## config.mk

```make
export PLATFORM = sky130hd
export DESIGN_NAME = keccak_pad_absorb
export DESIGN_NICKNAME = d
export VERILOG_FILES = /design/src/rtl/keccak_pad_absorb.sv
export SDC_FILE = /design/constraint.sdc
export NUM_CORES = 1
export LEC_CHECK = 0
export CORE_UTILIZATION = 35
export CTS_CLUSTER_SIZE = 24
export DETAILED_ROUTE_END_ITERATION = 8
export PLACE_DENSITY = 0.75
export SLEW_MARGIN = 20
export SYNTH_ARGS = -nofsm -noshare
export SYNTH_HDL_FRONTEND = slang
export SYNTH_SLANG_ARGS = --single-unit
```

## constraint.sdc

```tcl
create_clock -name clk_i -period 2.8 [get_ports clk_i]
set_input_delay 0.56 -clock clk_i [delete_from_list [all_inputs] [get_ports clk_i]]
set_output_delay 0.56 -clock clk_i [all_outputs]
set_load 0.01 [all_outputs]
```

## src/rtl/keccak_pad_absorb.sv

```systemverilog
// ----------------------------------------------------------------------------
// keccak_pad_absorb
//
// Splits a message into rate-sized blocks of 64-bit lanes, applies Keccak
// pad10*1 with a configurable domain-separation byte, and writes every lane
// to the state datapath (which XORs it in). After each full block it starts
// the permutation and waits for it to finish.
//
// Ports
//   clk_i, rst_ni        clock, asynchronous active-low reset
//   start_i              one-cycle pulse, begins a new message (IDLE only)
//   msg_valid_i/ready_o  message lane handshake
//   msg_data_i           message lane, little-endian bytes
//   msg_last_i           final lane of the message
//   msg_bytes_i          valid bytes in the final lane (0..8)
//   lane_we_o            lane write strobe to the state datapath
//   lane_idx_o           lane index within the rate block
//   lane_data_o          lane value, padded where applicable
//   perm_ready_i         permutation controller idle
//   perm_start_o         one-cycle permutation start pulse
//   perm_done_i          one-cycle permutation-complete pulse
//   busy_o               high whenever the FSM is not IDLE
//   absorb_done_o        one-cycle pulse once the last block is permuted
//   dbg_state_o          current FSM state, for observation only
//
// Handshake: a lane is transferred on a rising edge where msg_valid_i and
// msg_ready_o are both high. msg_ready_o depends only on the FSM state, never
// on msg_valid_i. The transferred lane appears on lane_data_o/lane_idx_o
// with lane_we_o high in the following cycle.
// ----------------------------------------------------------------------------
module keccak_pad_absorb #(
    parameter int          RATE_LANES = 17,
    parameter logic [7:0]  DSBYTE     = 8'h06
) (
    input  logic        clk_i,
    input  logic        rst_ni,
    input  logic        start_i,
    input  logic        msg_valid_i,
    output logic        msg_ready_o,
    input  logic [63:0] msg_data_i,
    input  logic        msg_last_i,
    input  logic [3:0]  msg_bytes_i,
    output logic        lane_we_o,
    output logic [4:0]  lane_idx_o,
    output logic [63:0] lane_data_o,
    input  logic        perm_ready_i,
    output logic        perm_start_o,
    input  logic        perm_done_i,
    output logic        busy_o,
    output logic        absorb_done_o,
    output logic [2:0]  dbg_state_o
);

    localparam logic [2:0] S_IDLE   = 3'd0;
    localparam logic [2:0] S_ABSORB = 3'd1;
    localparam logic [2:0] S_PAD    = 3'd2;
    localparam logic [2:0] S_START  = 3'd3;
    localparam logic [2:0] S_WAIT   = 3'd4;
    localparam logic [2:0] S_DONE   = 3'd5;

    localparam logic [4:0]  LAST_IDX = 5'(RATE_LANES - 1);
    localparam logic [63:0] PAD_END  = 64'h8000_0000_0000_0000;

    logic [2:0]  state_q, state_d;
    logic [4:0]  idx_q, idx_d;
    // final_q: the block being built ends the padding (next permutation is the last).
    // pend_q : the message ended on a full lane, DSBYTE still has to be emitted.
    logic        final_q, final_d;
    logic        pend_q, pend_d;
    logic        lane_we_q, lane_we_d;
    logic [4:0]  lane_idx_q, lane_idx_d;
    logic [63:0] lane_data_q, lane_data_d;

    logic        tail_short;
    logic [5:0]  byte_shift;
    logic [63:0] keep_mask;
    logic [63:0] absorb_lane;
    logic [63:0] pad_lane;
    logic        start_fire;

    // Padded form of the incoming lane. A short final lane keeps bytes
    // 0..n-1, gets DSBYTE in byte n and zeros above it. msg_bytes_i values
    // of 8 or more are treated as a full lane.
    always_comb begin
        tail_short  = msg_last_i && (msg_bytes_i < 4'd8);
        byte_shift  = {msg_bytes_i[2:0], 3'b000};
        keep_mask   = ~({64{1'b1}} << byte_shift);
        absorb_lane = msg_data_i;
        if (tail_short) begin
            absorb_lane = (msg_data_i & keep_mask) | ({56'd0, DSBYTE} << byte_shift);
            if (idx_q == LAST_IDX) begin
                absorb_lane = absorb_lane | PAD_END;
            end
        end
    end

    // Fill lane: DSBYTE only if a full final lane left it pending, and the
    // closing 0x80 on the last lane of the block (both may share one lane).
    always_comb begin
        pad_lane = 64'd0;
        if (pend_q) begin
            pad_lane[7:0] = DSBYTE;
        end
        if (idx_q == LAST_IDX) begin
            pad_lane = pad_lane | PAD_END;
        end
    end

    // The block's last lane write lands in the first START cycle; holding the
    // start pulse off while lane_we_q is high keeps the two apart.
    assign start_fire = (state_q == S_START) && perm_ready_i && !lane_we_q;

    always_comb begin
        state_d     = state_q;
        idx_d       = idx_q;
        final_d     = final_q;
        pend_d      = pend_q;
        lane_we_d   = 1'b0;
        lane_idx_d  = lane_idx_q;
        lane_data_d = lane_data_q;

        case (state_q)
            S_IDLE: begin
                if (start_i) begin
                    state_d = S_ABSORB;
                    idx_d   = 5'd0;
                    final_d = 1'b0;
                    pend_d  = 1'b0;
                end
            end

            S_ABSORB: begin
                if (msg_valid_i) begin
                    lane_we_d   = 1'b1;
                    lane_idx_d  = idx_q;
                    lane_data_d = absorb_lane;
                    if (msg_last_i) begin
                        if (tail_short) begin
                            final_d = 1'b1;
                        end else begin
                            pend_d  = 1'b1;
                        end
                    end
                    if (idx_q == LAST_IDX) begin
                        idx_d   = 5'd0;
                        state_d = S_START;
                    end else begin
                        idx_d   = idx_q + 5'd1;
                        state_d = msg_last_i ? S_PAD : S_ABSORB;
                    end
                end
            end

            S_PAD: begin
                lane_we_d   = 1'b1;
                lane_idx_d  = idx_q;
                lane_data_d = pad_lane;
                pend_d      = 1'b0;
                final_d     = 1'b1;
                if (idx_q == LAST_IDX) begin
                    idx_d   = 5'd0;
                    state_d = S_START;
                end else begin
                    idx_d   = idx_q + 5'd1;
                end
            end

            S_START: begin
                if (start_fire) begin
                    state_d = S_WAIT;
                end
            end

            S_WAIT: begin
                if (perm_done_i) begin
                    if (final_q) begin
                        state_d = S_DONE;
                    end else if (pend_q) begin
                        // Full final lane filled the block: one extra block.
                        state_d = S_PAD;
                    end else begin
                        state_d = S_ABSORB;
                    end
                end
            end

            S_DONE: begin
                state_d = S_IDLE;
            end

            default: begin
                state_d = S_IDLE;
            end
        endcase
    end

    always_ff @(posedge clk_i or negedge rst_ni) begin
        if (!rst_ni) begin
            state_q     <= S_IDLE;
            idx_q       <= 5'd0;
            final_q     <= 1'b0;
            pend_q      <= 1'b0;
            lane_we_q   <= 1'b0;
            lane_idx_q  <= 5'd0;
            lane_data_q <= 64'd0;
        end else begin
            state_q     <= state_d;
            idx_q       <= idx_d;
            final_q     <= final_d;
            pend_q      <= pend_d;
            lane_we_q   <= lane_we_d;
            lane_idx_q  <= lane_idx_d;
            lane_data_q <= lane_data_d;
        end
    end

    assign msg_ready_o   = (state_q == S_ABSORB);
    assign lane_we_o     = lane_we_q;
    assign lane_idx_o    = lane_idx_q;
    assign lane_data_o   = lane_data_q;
    assign perm_start_o  = start_fire;
    assign busy_o        = (state_q != S_IDLE);
    assign absorb_done_o = (state_q == S_DONE);
    assign dbg_state_o   = state_q;

endmodule

```

==> run summary <==
global-route wire length before repair: 15500 µm
vias in the first global route: 3106
DP Cell Count: 599
post-layout min period: 2.55 ns
outcome: complete, no violations
clock skew: 0.0155 ns
HP Class: input port to asynchronous set/reset pin
Syn Area/Cell: 10.8 µm²
clk root buf: clkbuf_8
WP data arrival: 1.99 ns
simple-gate portion of the synthesized area: 17.5%
CTS tree: done
mux cell area share after synthesis: 0.858%
maximum root-to-sink buffer count: 2
RSZ-0062 raised after global routing: false
PortBufs: 151
worst-case vdd ir drop: 0.000639 V
Largest stage delay, worst path: 0.62 ns
Most Crowded Layer GR: met2
Hold-fix buffers, CTS: 0
reg-to-reg endpoint: lane_data_o[31]
Leak: 2.31 nW
most frequent cell after synthesis: dfrtp_1
largest cells by area after synthesis: dfrtp_1 (57%), a22o_1 (9.3%), nand2_1 (6.4%)
pre-CTS setup slack: 0.314 ns
Post-synth EDFFs: 0
drt first pass iters: 4
# Max-Cap Violations: 0
Async SR Flop Fraction: 100%
post-route setup TNS: 0 ns
Cell variety after synth: 45
Fin. Hold Viols: 0
Cells after Synth: 324
Synth Area in XOR/XNOR: 0.250%
sequential share of the synthesized area: 57.2%
met2 GRT Util: 32.9%
measured slew at the worst slew-check pin: 0.725 ns
Synth Cell Area: 3500 µm²
cells resized by post-CTS repair: 0
Skew-Pair Late Insertion Delay: 0.35 ns
post-synth top area cell: dfrtp_1
Yosys warnings: 0
Total Nets Final: 554
Main synth FF type: dfrtp_1
FF-to-FF path depth: 6
Slowest cell on crit path: clkdlybuf4s50_1
Tot GR Track Use: 19.3%
Pwr Density: 1090 nW/µm²
num rows: 36
startpoint types: flip-flop
ant diodes: 0
share of cells above drive strength 1: 8.09%
setup bufs post-CTS: 0
met3 Track Usage GR: 4.45%
CTS buffer count: 9
dpl hpwl: 7260 µm
total power: 5.88 mW
met1 Use GR: 23.7%
sequential cell area: 2000 µm²
WS Path Type: flip-flop to primary output
Synth Register Bits: 80
Detailed Route Iter0 Violations: 96
die width: 102 µm
Initial Util: 36.0%
number of fill cells in the layout: 892
WP data required: 2.24 ns
final worst-path cycle share: 91.0%
Synth top area share: 57.2%
worst hold slack: 0.245 ns
largest net degree at the start of global routing: 81
register-to-register setup slack: 0.73 ns
Total Die Area: 10400 µm²
Adder-Cell Fraction of Synth Area: 0.715%
RR Startpoint: dbg_state_o[1]
Clock Sinks: 80
Post-Route WL: 9740 µm
placer congestion estimate: 0.785
initial antenna violation count: 0
Net Count, Synth: 401
# DRC: 0
Final ANT Viol Nets: 0
setup ws final: 0.251 ns
CP Cell Sequence: nor3b_1, clkdlybuf4s50_1
H-tree depth: 3
vias per inst: 5.03
synthesis-to-layout area growth: 53.7%
Avg WL per Cell: 15.8 µm
# setup viols final: 0
compound-cell area share of the yosys netlist: 20.1%
Multi-input gate area: 1380 µm²
Core Box Area: 9730 µm²
Max FO, Critical Path: 18
Worst slew margin: 51.7%
crit end category: primary output
Via Count: 3095
Synth top cells by count: dfrtp_1 (80), nand2_1 (60), a22o_1 (37), o21ai_0 (20), nand3_1 (15)
# IOs: 152
DIE HEIGHT: 102 µm
largest family of logic cells by synthesized area: compound AO/OA/AOI/OAI gates
Remaining Overflow, GRT: 0
Finished Layout Cells: 615
Reg clk slew, reported paths: 0.08 ns
fin. max-slew vios: 0
FMAX: 392 MHz
power breakdown:
group | internal [mW] | total [mW] | switching (mW)
Sequential | 1.63 | 1.95 | 0.317
Clock | 0.532 | 0.958 | 0.426
Combinational | 1.52 | 2.98 | 1.46
Total | 3.68 | 5.88 | 2.20
flip-flops by register name (all words and copies together) (netlist names):
register	flops
dbg_state_o	3
pend_q	1
idx_q	5
final_q	1
lane_data_o	64
lane_we_o	1
lane_idx_o	5
cell usage in the layout, fill, tap and decap left out, types with 3 or more instances in the layout:
| cell | netlist | layout |
|---|---|---|
| a21oi_1 | 5 | 5 |
| a22o_1 | 37 | 37 |
| a31oi_1 | 3 | 3 |
| buf_4 | 0 | 9 |
| clkbuf_8 | 0 | 10 |
| clkdlybuf4s50_1 | 0 | 150 |
| dfrtp_1 | 80 | 80 |
| inv_1 | 4 | 4 |
| mux2i_1 | 3 | 3 |
| nand2_1 | 60 | 60 |
| nand2b_1 | 5 | 5 |
| nand3_1 | 15 | 15 |
| nor2_1 | 12 | 12 |
| nor2b_1 | 5 | 5 |
| nor3_1 | 4 | 4 |
| nor3b_1 | 4 | 4 |
| o211ai_1 | 3 | 3 |
| o21ai_0 | 20 | 20 |
| o21ai_1 | 8 | 8 |
| o21bai_1 | 3 | 3 |
| or2_2 | 3 | 3 |
per-stage QoR:
stage,utilization [%],cell area (µm²)
after floorplan,-,3500
after global placement,52.9,5140
after detailed placement,52.9,5140
after CTS,55.2,5370
after global routing,55.3,5380
final,55.3,5380
cell type report:
class                   count  area share, %
clock inverters             6           1.70
well taps                 133           3.10
clock buffers              10           2.56
inverters                   5          0.349
flip-flops and latches     80           37.2
repair buffers            160           29.4
multi-input cells         221           25.7
kinds of logic (layout without fill, tap and decap cells):
family / Yosys count / count (layout)
adder cells (fa/ha/maj): 2 / 2
XOR/XNOR: 1 / 1
AO/OA/AOI/OAI: 93 / 93
multiplexers: 3 / 3
AND/OR/NAND/NOR: 122 / 122
buffers and inverters: 23 / 181
flip-flops: 80 / 80
per-layer routing:
| layer | wire, µm | part of all wire, % |
|---|---|---|
| met5 | 0 | 0 |
| met4 | 233 | 2.4 |
| met3 | 524 | 5.4 |
| met2 | 4930 | 51 |
| met1 | 4050 | 42 |
how the worst max path moves through the flow:
stage / start / to / slack (ns) / cells after the start
after floorplan: dbg_state_o[2] / busy_o / 1.10 / 3
after detailed placement: msg_valid_i / lane_data_o[17] / 0.31 / 5
after CTS: dbg_state_o[1] / msg_ready_o / 0.23 / 2
after global placement: msg_valid_i / lane_data_o[18] / 0.38 / 5
final: dbg_state_o[1] / msg_ready_o / 0.25 / 2
after global routing: dbg_state_o[1] / msg_ready_o / 0.13 / 2
critical path: cells and delay by family, from the launching register on:
kind / cells / cell delay, ns
buffers and inverters: 1 / 0.62
and+or+nand+nor: 1 / 0.47
DFF: 1 / 0.56
Note: power is estimated with default switching activity, not from simulation.
